## src/rtl/enigma_return_path.sv

```systemverilog
// Return pass of the I/II/III scrambler: reflected letter through the inverse
// wiring of rotors I, II, III, one rotor per pipeline stage, valid/ready handshake.
module enigma_return_path (
    input  logic        clk,
    input  logic        rst_n,
    input  logic        in_valid,
    output logic        in_ready,
    input  logic [4:0]  in_letter,
    input  logic [4:0]  pos_l,
    input  logic [4:0]  pos_m,
    input  logic [4:0]  pos_r,
    output logic        out_valid,
    input  logic        out_ready,
    output logic [4:0]  out_letter,
    output logic        out_err,
    output logic [15:0] count
);

    localparam logic [4:0] INV_I [26] = '{
        5'd20, 5'd22, 5'd24, 5'd6,  5'd0,  5'd3,  5'd5,  5'd15, 5'd21, 5'd25, 5'd1,  5'd4,  5'd2,
        5'd10, 5'd12, 5'd19, 5'd7,  5'd23, 5'd18, 5'd11, 5'd17, 5'd8,  5'd13, 5'd16, 5'd14, 5'd9};
    localparam logic [4:0] INV_II [26] = '{
        5'd0,  5'd9,  5'd15, 5'd2,  5'd25, 5'd22, 5'd17, 5'd11, 5'd5,  5'd1,  5'd3,  5'd10, 5'd14,
        5'd19, 5'd24, 5'd20, 5'd16, 5'd6,  5'd4,  5'd13, 5'd7,  5'd23, 5'd12, 5'd8,  5'd21, 5'd18};
    localparam logic [4:0] INV_III [26] = '{
        5'd19, 5'd0,  5'd6,  5'd1,  5'd15, 5'd2,  5'd18, 5'd3,  5'd16, 5'd4,  5'd20, 5'd5,  5'd21,
        5'd13, 5'd25, 5'd7,  5'd24, 5'd8,  5'd23, 5'd9,  5'd22, 5'd11, 5'd17, 5'd10, 5'd14, 5'd12};

    function automatic logic [4:0] add_mod26(input logic [4:0] a, input logic [4:0] b);
        logic [5:0] s;
        s = {1'b0, a} + {1'b0, b};
        if (s >= 6'd26) s = s - 6'd26;
        return s[4:0];
    endfunction

    function automatic logic [4:0] sub_mod26(input logic [4:0] a, input logic [4:0] b);
        logic signed [6:0] d;
        d = $signed({2'b00, a}) - $signed({2'b00, b});
        if (d < 7'sd0) d = d + 7'sd26;
        return d[4:0];
    endfunction

    // Errored letters look up entry 0 so no table is ever indexed out of range.
    function automatic logic [4:0] rotor_step(input logic [1:0] rotor, input logic [4:0] y,
                                              input logic [4:0] p, input logic err);
        logic [4:0] idx;
        logic [4:0] w;
        idx = err ? 5'd0 : add_mod26(y, p);
        case (rotor)
            2'd0:    w = INV_I[idx];
            2'd1:    w = INV_II[idx];
            default: w = INV_III[idx];
        endcase
        return err ? 5'd0 : sub_mod26(w, p);
    endfunction

    logic       vld_p0, vld_p1, vld_p2;
    logic [4:0] let_p0, let_p1;
    logic       err_p0, err_p1;
    logic [4:0] posm_p0, posr_p0, posr_p1;
    logic       adv1, adv2, in_err;

    assign adv2      = !vld_p2 | out_ready;
    assign adv1      = !vld_p1 | adv2;
    assign in_ready  = !vld_p0 | adv1;
    assign out_valid = vld_p2;
    assign in_err    = (in_letter > 5'd25) | (pos_l > 5'd25) | (pos_m > 5'd25) | (pos_r > 5'd25);

    always_ff @(posedge clk or negedge rst_n) begin
        if (!rst_n) begin
            vld_p0     <= 1'b0;
            vld_p1     <= 1'b0;
            vld_p2     <= 1'b0;
            out_letter <= 5'd0;
            out_err    <= 1'b0;
            count      <= 16'd0;
        end else begin
            if (in_ready) vld_p0 <= in_valid;
            if (adv1)     vld_p1 <= vld_p0;
            if (adv2)     vld_p2 <= vld_p1;
            // Stage 3 boundary: rotor III inverse, output register
            if (adv2 && vld_p1) begin
                out_letter <= rotor_step(2'd2, let_p1, posr_p1, err_p1);
                out_err    <= err_p1;
            end
            if (vld_p2 && out_ready) count <= count + 16'd1;
        end
    end

    always_ff @(posedge clk) begin
        // Stage 1 boundary: rotor I inverse
        if (in_ready && in_valid) begin
            let_p0  <= rotor_step(2'd0, in_letter, pos_l, in_err);
            err_p0  <= in_err;
            posm_p0 <= pos_m;
            posr_p0 <= pos_r;
        end
        // Stage 2 boundary: rotor II inverse
        if (adv1 && vld_p0) begin
            let_p1  <= rotor_step(2'd1, let_p0, posm_p0, err_p0);
            err_p1  <= err_p0;
            posr_p1 <= posr_p0;
        end
    end

endmodule

```

## config.mk

```make
export PLATFORM = sky130hd
export DESIGN_NAME = enigma_return_path
export DESIGN_NICKNAME = d
export VERILOG_FILES = /design/src/rtl/enigma_return_path.sv
export SDC_FILE = /design/constraint.sdc
export NUM_CORES = 1
export LEC_CHECK = 0
export BUFFER_PORTS_ARGS = -buffer_cell sky130_fd_sc_hd__buf_2
export CAP_MARGIN = 30
export CORE_MARGIN = 2
export CORE_UTILIZATION = 54
export DETAILED_ROUTE_END_ITERATION = 7
export PLACE_DENSITY = 0.74
export SYNTH_ARGS = -nofsm -noshare
export SYNTH_HDL_FRONTEND = slang
export SYNTH_SLANG_ARGS = --single-unit
```

## constraint.sdc

```tcl
create_clock -name clk -period 10.6 [get_ports clk]
set_clock_uncertainty 0.15 [all_clocks]
set_input_delay 1.59 -clock clk [delete_from_list [all_inputs] [get_ports clk]]
set_output_delay 1.59 -clock clk [all_outputs]
set_load 0.005 [all_outputs]
```

### Yosys cells after proc, flatten, opt, wreduce, memory -nomap -nowiden

Memory sizes are Yosys's and may differ from the RTL's.
Index checks and enable logic that the tools add are counted.

| storage, ports and cells | value |
|---|---|
| memory bits (read-only) | 480 |
| register bits | 52 |
| memories kept | 3 |
| input bits | 24 |
| logic and storage cells | 80 |

Memories:

| name | depth | bits a word | read ports | clocked after Yosys merged registers in | wr ports | line | RTL |
|---|---|---|---|---|---|---|---|
| (name not given) | 32 | 5 | 1 | 0 | 0 | 51 | `2'd1: w = INV_II[idx];` |
| (name not given) | 32 | 5 | 1 | 0 | 0 | 50 | `2'd0: w = INV_I[idx];` |
| (name not given) | 32 | 5 | 1 | 0 | 0 | 52 | `default: w = INV_III[idx];` |

| operators by class | value |
|---|---|
| $add $sub $neg | 13 |
| multiplexer cells | 22 |
| reductions and logical operators | 7 |
| bitwise gates (word level) | 9 |
| $lt $le $gt $ge | 13 |

Operator list:

| operator | number |
|---|---|
| 5-bit 2-to-1 mux | 22 |
| 5-bit greater-than comparator, second input constant | 4 |
| 5-bit by 5-bit adder with 6-bit output | 3 |
| 6-bit by 5-bit >= comparator with 1-bit output, second input constant | 3 |
| 6-bit >= comparator, second input constant | 3 |
| 6-bit by 1-bit < comparator with 1-bit output, second input constant | 3 |
| 5-bit inverter with 6-bit output | 3 |
| 5-bit by 5-bit subtractor with 6-bit output | 3 |
| 16-bit by 1-bit adder with 16-bit output, second input constant | 1 |
| 5-bit by 4-bit adder with 5-bit output, second input constant | 3 |
| 5-bit subtractor, second input constant | 3 |
| 1-bit OR | 6 |
| 1-bit logical AND | 4 |
| 1-bit zero test | 3 |

### Longest topological paths before layout

Gate-level depths: netlist (run 1).

| depth | value |
|---|---|
| depth in word-level cells | 15 |
| mapped depth | 24 |
| mapped depth without buffers | 23 |

### Worst setup path after synthesis (run 1)

No wires, ideal clock.

| timing path | value |
|---|---|
| path type | input-to-reg |
| start | input in_letter[0] |
| end | register let_p0[3] (data pin) |
| stages on the path | 21 |
| slack | 4.781 ns |
| arrival | 5.522 ns |
| data required time | 10.303 ns |
| path through | ha_1 > fa_1 > xor2_2 > inv_2 > a2bb2oi_2 > nand2_2 > a21o_1 > buf_6 > xnor2_1 > nor2_1 > ha_1 > inv_1 > o211ai_1 > a32o_1 > ha_1 > inv_1 > fa_1 > xor2_1 > ha_1 > or3_1 > a21oi_1 |

| between the ends | value |
|---|---|
| cells in the longest elaborated chain, start to end | 13 |
| elaborated cells between the ends (all ways) | 19 |

Ends and longest elaborated chain:

| item | line | RTL |
|---|---|---|
| start: declaration | 8 | `input logic [4:0] in_letter,` |
| 5-bit by 5-bit adder with 6-bit output / 5-bit greater-than comparator (equally long branches) | 31, 67 |  |
| 5-bit subtractor (tied with other cells) | 32 | `if (s >= 6'd26) s = s - 6'd26;` |
| 5-bit 2-to-1 mux / 1-bit OR (equally long branches) | 32, 67 |  |
| 5-bit 2-to-1 mux / 1-bit OR (equally long branches) | 92, 67 |  |
| 5-bit 2-to-1 mux | 48 | `idx = err ? 5'd0 : add_mod26(y, p);` |
| 5-bit inverter with 6-bit output | -- |  |
| memory 32 x 5 bit | -- |  |
| 5-bit 2-to-1 mux (implied by the code) (2 in a row) | 50 |  |
| 5-bit 2-to-1 mux | 92 | `if (in_ready && in_valid) begin` |
| 5-bit by 5-bit subtractor with 6-bit output | 38 | `d = $signed({2'b00, a}) - $signed({2'b00, b});` |
| 5-bit by 4-bit adder with 5-bit output / 6-bit by 1-bit < comparator with 1-bit output (equally long branches) | 39 | `if (d < 7'sd0) d = d + 7'sd26;` |
| 5-bit 2-to-1 mux | 39 |  |
| end signal: assignment | 93 | `let_p0 <= rotor_step(2'd0, in_letter, pos_l, in_err);` |
| end: declaration | 58 | `logic [4:0] let_p0, let_p1;` |

Several ways; a longest one is shown, not always the timed one. The select of a mux whose other input is x is not followed.
A chain may end at the register's enable or synchronous reset.

### Worst setup path after layout (run 1)

| timing path | value |
|---|---|
| start | input pos_l[0] |
| end | register let_p0[4] (data pin) |

| between the ends | value |
|---|---|
| cells in the longest elaborated chain, start to end | 13 |
| elaborated cells between the ends (all ways) | 19 |

Ends and longest elaborated chain:

| item | line | RTL |
|---|---|---|
| start: declaration | 9 | `input logic [4:0] pos_l,` |
| 5-bit by 5-bit adder with 6-bit output / 5-bit greater-than comparator (equally long branches) | 31, 67 |  |
| 5-bit subtractor (tied with other cells) | 32 |  |
| 5-bit 2-to-1 mux / 1-bit OR (equally long branches) | 32, 67 |  |
| 5-bit 2-to-1 mux / 1-bit OR (equally long branches) | 92, 67 |  |
| 5-bit 2-to-1 mux | 48 |  |
| 5-bit inverter with 6-bit output | -- |  |
| memory 32 x 5 bit | -- |  |
| 5-bit 2-to-1 mux (implied by the code) (2 in a row) | 50 |  |
| 5-bit 2-to-1 mux | 92 |  |
| 5-bit by 5-bit subtractor with 6-bit output | 38 |  |
| 5-bit by 4-bit adder with 5-bit output / 6-bit by 1-bit < comparator with 1-bit output (equally long branches) | 39 |  |
| 5-bit 2-to-1 mux | 39 |  |

Several ways; a longest one is shown, not always the timed one. The select of a mux whose other input is x is not followed.

==> results of run 1 <==
-- state kept, by name (all words and copies together), names as in the netlist --
signal and count:
count 16, let_p0 5, let_p1 5, out_letter 5, posm_p0 5, posr_p0 5, posr_p1 5, err_p0 1
err_p1 1, out_err 1, out_valid 1, vld_p0 1, vld_p1 1
-- cells in the final DEF (no fill, tap or decap), types with 19 or more instances in the layout --
master | Yosys | routed
buf_2 | 4 | 47
dfrtp_1 | 25 | 25
a21oi_1 | 20 | 20
nor2_1 | 40 | 40
inv_1 | 35 | 35
o21ai_0 | 19 | 19
edfxtp_1 | 27 | 27
ha_1 | 54 | 54
nand2_1 | 36 | 36
xnor2_1 | 28 | 28
a21o_1 | 19 | 19
-- worst max path at each step --
stage | start | endpoint | cells after the start | slack (ns)
final | pos_l[0] | let_p0[4] | 22 | 4.44
after floorplan | in_letter[0] | let_p0[3] | 21 | 4.78
after detailed placement | pos_l[0] | let_p0[4] | 22 | 4.18
after CTS | pos_l[0] | let_p0[4] | 22 | 4.50
after global routing | pos_l[0] | let_p0[4] | 21 | 4.00
after global placement | pos_l[0] | let_p0[3] | 19 | 4.35
-- metal layers --
metal | part of all wire | GRT usage | vias up
met5 | 0 | 0 | -
met4 | 0.016 | 0.0643 | 0
met3 | 0.018 | 0.0110 | 12
met2 | 0.50 | 0.359 | 58
met1 | 0.47 | 0.264 | 1721
li1 | - | - | 1826
-- worst register-to-register path, delay by kind of cell, from the launching register on --
family / cells / cell delay, ns
AO/OA/AOI/OAI: 2 / 0.44
XOR/XNOR: 2 / 0.54
adder cells (fa/ha/maj): 6 / 1.72
buffers and inverters: 2 / 0.25
flip-flops: 1 / 0.43
multiplexers: 4 / 1.14
AND/OR/NAND/NOR: 3 / 0.64
-- power groups by stage --
stage / Sequential (mW) / Clock (mW) / Combinational (mW)
4_1_cts: 0.310 / 0.115 / 1.42
6_report: 0.309 / 0.112 / 1.42
3_3_place_gp: 0.311 / 0 / 1.36
5_1_grt: 0.315 / 0.122 / 1.61
3_5_place_dp: 0.313 / 0 / 1.41
2_1_floorplan: 0.306 / 0 / 1.17
-- per-stage QoR --
stage	power [mW]	hold WS, ns	area (um^2)	instances	utilization
final	1.84	0.278	4980	632	0.607
after global routing	2.05	0.294	4980	632	0.607
after CTS	1.85	0.281	4980	632	0.607
after detailed placement	1.73	0.258	4890	624	0.595
after global placement	1.67	0.253	4890	624	0.595
after floorplan	1.47	0.250	4600	485	-
-- cell families (layout without fill, tap and decap cells) --
kind of cell,after synthesis,count (layout),synth area share
AND/OR/NAND/NOR,130,130,0.132
AO/OA/AOI/OAI,127,127,0.200
adder cells (fa/ha/maj),60,60,0.173
flip-flops,52,52,0.312
buffers and inverters,50,92,0.0460
XOR/XNOR,43,43,0.0835
multiplexers,23,23,0.0531
-- cell type report --
class                           instances  area (um^2)
Timing Repair Buffer                   47          235
Clock inverter                          3         22.5
Multi-Input combinational cell        383         2950
Tap cell                              105          131
Clock buffer                            5         68.8
Inverter                               37          139
Fill cell                             703         3230
Sequential cell                        52         1440
==> impl_metrics.ini, run 1 <==
[placement]
preCtsSetupSlack_ns = 4.18
place_hpwl_mm = 7.12
gp_congestion = 0.978
io_buffer_count = 47

[synth]
yosysTopAreaCellShare = 0.176
yosysWarnings = 0
synth_edf_count = 27
synth_fp_nets = 569
synth_most_common_cell = ha_1
yosysSeqAreaShare = 0.312
synth_cell_types = 67
netlist_area_um2 = 4600
synthCells = 485
synthFlopType = edfxtp_1
netlist_top_cells_count = ha_1, nor2_1, nand2_1
syn_avg_cell_area_um2 = 9.48
yosysTopAreaCell = edfxtp_1
async_flop_share = 0.481
ys_top_cells_by_area = edfxtp_1, ha_1, dfrtp_1
ys_ff_latch = 52

[sta]
final-hold-violation-count = 0
fin_crit_ns = 6.16
max_freq_mhz = 162
slew_violations = 0
fin_ws_ns = 4.44
worst_slew_pin_slew_ns = 0.893
setup_viol = 0
tns_ns = 0
grt_setup_unrepaired = false
max-slew-margin-rel = 0.387
finalCritPeriodShare = 0.581

[setup_path]
timing.setup.critical_path_class = input pin to flop
reg2regPathDepth = 19
r2r-end = let_p1[3]
cp_max_fo = 8
required_ns = 10.48
critical_path.cell_chain = buf_2 > ha_1 > fa_1 > xor2_2 > inv_2 > a2bb2oi_2 > nand2_2 > a21o_1 > xnor2_1 > nor2_1 > ha_1 > nor2_1 > a221oi_1 > a21oi_1 > ha_1 > a21o_1 > a21oi_1 > o21bai_1 > a21o_1 > a211oi_1 > xnor2_1 > nor2_1
cpPeakStageDelay_ns = 0.46
start_kind = input pin
cp_slowest_cell = fa_1
r2r_slack_ns = 5.15
rr_startpoint = posm_p0[0]
cp_top_family = compound AO/OA/AOI/OAI gates
arrival_ns = 6.04
endpoint_kind = flop
crit_buf_inv = 2

[power]
leakagePower_nw = 2.36
ir_drop_v = 0.000196
pwr_density_cell_nw_per_um2 = 369
switching_share = 0.471
pwr-share-comb = 0.771
seqPwrFrac = 0.168
cellInternalPower_mw = 0.973
pwr-share-clk = 0.061
switchingPower_mw = 0.868

[layout]
fin_nets = 610
post_route_cells_drive_above_1_share = 0.156
areaGrowthSynthToFinish_pct = 8.38
n_antenna_cell = 0

[clock_network]
cts_buffer_depth = 2
worstSkewPairLatency_ns = 0.30
cts.sinks = 52
root_buffer = clkbuf_8
cts_tree = yes
cts_setup_buffers = 0
hold_buffers = 0
cts_resized = 0
cts_buffers = 5
clk_pin_slew_worst_paths_ns = 0.10
h-tree-depth = 2

[die]
die_w_um = 96.3
die_h_um = 96.3
start_util = 0.560
coreArea_um2 = 8220
num_rows = 33
die_area_um2 = 9270
io_pins = 48

[global_route]
grt_max_degree = 26
grt_pass1_vias = 3419
grt.overflow.total = 0
antenna_found_initial = 0
grtUsageTotal = 0.202
grt_pass1_wl_mm = 15.1

[drt]
first_iter_violations = 150
wl_per_cell_um = 14.1
drc = 0
vias_per_cell = 5.72
drt_wl_total_mm = 8.92
ant_nets = 0
first_pass_iters = 4
num_vias = 3617

[worst_hold_path]
hold_depth = 0
min_delay_worst_endpoint = posr_p1[2]
min_path_type = flop to flop
min_from = posr_p0[2]

[flow_run]
maxCapViolations = 0

[outcome]
outcome = finished clean
Power figures use the tool's default switching activity.
==> run 2, diff against run 1 <==
- clock period: 10.6 -> 5.8 ns (I/O delays scaled with it)
==> run 2 against run 1 <==
Against the previous run:
- register-to-register slack lost 4.5 ns
- non-clock buffer count increased by 4
- flip-flop and latch count did not move
- count of clock-buffer cells in the layout is 1 higher
- setup slack got worse by 3.9 ns
- combinational power up 85%
- total power rose by 84%
- sequential power grew 83%
- die area unchanged
- cell area up 0.53%
- highest routed layer unchanged
==> impl_metrics.ini, run 2 (synthesized netlist as in run 1, its figures left out) <==
[layout]
post_route_cells_drive_above_1_share = 0.160
layout_common_cells = ha_1, buf_2, nor2_1, nand2_1, inv_1
areaGrowthSynthToFinish_pct = 8.95
final_common_cell = ha_1
top_register = count
fin_area_um2 = 5010
fin_nets = 614
nFillCells = 725
largest_reg_flops = 16
n_antenna_cell = 0

[power]
pwr_density_cell_nw_per_um2 = 677
ir_drop_v = 0.000419
switchingPower_mw = 1.59
switching_share = 0.470
cellInternalPower_mw = 1.80
pwr-share-comb = 0.775
leakagePower_nw = 2.38
pwr-share-clk = 0.058
seqPwrFrac = 0.166

[sta]
worst_slew_pin_slew_ns = 0.686
grt_setup_unrepaired = false
fin_crit_ns = 5.30
slew_violations = 0
finalCritPeriodShare = 0.915
setup_viol = 0
max_freq_mhz = 189
max-slew-margin-rel = 0.543
tns_ns = 0
final-hold-violation-count = 0

[drt]
drc = 0
wl_per_cell_um = 14.0
num_vias = 3639
first_iter_violations = 108
vias_per_cell = 5.72
ant_nets = 0
first_pass_iters = 4
drt_wl_total_mm = 8.88

[clock_network]
cts_buffer_depth = 2
root_buffer = clkbuf_8
cts_resized = 0
worstSkewPairLatency_ns = 0.29
h-tree-depth = 2
cts_buffers = 5
cts.sinks = 52
clk_pin_slew_worst_paths_ns = 0.09
cts_tree = yes
hold_buffers = 0
cts_setup_buffers = 0

[setup_path]
r2r_slack_ns = 0.70
endpoint_kind = flop
timing.setup.critical_path_class = input pin to flop
critical_path.cell_chain = buf_2 > ha_1 > fa_1 > xor2_2 > inv_2 > a2bb2oi_2 > nand2_2 > a21o_1 > xnor2_1 > nor2_1 > ha_1 > nor2_1 > a221oi_1 > a21oi_1 > ha_1 > a21o_1 > a21oi_1 > o21bai_1 > a21o_1 > a211oi_1 > xnor2_1 > nor2_1
required_ns = 5.70
r2r-end = out_letter[4]
cp_max_fo = 8
cp_slowest_cell = fa_1
cp_top_family = compound AO/OA/AOI/OAI gates
reg2regPathDepth = 21
endpoint = let_p0[4]
start_kind = input pin
startpoint = pos_l[0]
cpPeakStageDelay_ns = 0.45
rr_startpoint = let_p1[0]
arrival_ns = 5.20
path_depth = 22
crit_buf_inv = 2

[worst_hold_path]
min_path_type = flop to flop

[die]
die_w_um = 96.3
num_rows = 33
coreArea_um2 = 8220
start_util = 0.560
die_area_um2 = 9270
io_pins = 48
die_h_um = 96.3

[placement]
io_buffer_count = 47
place_hpwl_mm = 7.17
place_area_um2 = 4920
gp_congestion = 0.928

[global_route]
grt_pass1_vias = 3444
grt_max_degree = 26
grt_pass1_wl_mm = 15.0
antenna_found_initial = 0
grtUsageTotal = 0.202
grt.overflow.total = 0

[outcome]
outcome = finished clean

[flow_run]
maxCapViolations = 0
-- run 2: cell types whose count changed in the layout (fill, tap and decap cells not counted), sizes merged --
| cell | before | now |
|---|---|---|
| buf | 47 | 51 |
| clkinv | 3 | 2 |
| clkbuf | 5 | 6 |
-- run 2: area by class of cell --
type / instances / area (um^2) / share of cell area
clock buffers: 6 / 72.6 / 0.0145
clock inverters: 2 / 15.0 / 0.00300
inverters: 37 / 139 / 0.0277
multi-input cells: 383 / 2950 / 0.589
flip-flops and latches: 52 / 1440 / 0.287
well taps: 105 / 131 / 0.0262
repair buffers: 51 / 265 / 0.0529
-- run 2: routing by layer --
| layer | wire, um | track usage | share of wire |
|---|---|---|---|
| met2 | 4430 | 0.358 | 0.50 |
| met5 | 0 | 0 | 0 |
| met1 | 4080 | 0.258 | 0.46 |
| met4 | 165 | 0.0726 | 0.019 |
| met3 | 198 | 0.0157 | 0.022 |
-- run 2: how the worst min path moves through the flow --
stage / start / endpoint / slack [ns] / cells past startpoint
after floorplan: posr_p0[0] / posr_p1[0] / 0.25 / 0
after global placement: posr_p0[4] / posr_p1[4] / 0.25 / 0
after detailed placement: posr_p0[1] / posr_p1[1] / 0.25 / 0
after CTS: posr_p0[3] / posr_p1[3] / 0.27 / 0
after global routing: posr_p0[1] / posr_p1[1] / 0.28 / 0
final: posr_p0[3] / posr_p1[3] / 0.27 / 0
-- run 2: metrics by stage --
step | util | power [mW] | hold WS, ns | std cells | setup slack (ns)
4_1_cts | 0.610 | 3.40 | 0.266 | 636 | 0.528
3_5_place_dp | 0.599 | 3.18 | 0.255 | 628 | 0.205
5_1_grt | 0.610 | 3.77 | 0.282 | 636 | 0.0403
3_3_place_gp | 0.599 | 3.07 | 0.255 | 628 | 0.377
6_report | 0.610 | 3.39 | 0.265 | 636 | 0.496
2_1_floorplan | - | 2.69 | 0.250 | 485 | 0.701
-- run 2: power groups by stage --
stage	Combinational (mW)	Sequential, mW	Clock [mW]
after floorplan	2.13	0.560	0
final	2.63	0.564	0.197
after global routing	2.97	0.575	0.218
after CTS	2.63	0.565	0.204
after global placement	2.50	0.569	0
after detailed placement	2.61	0.571	0
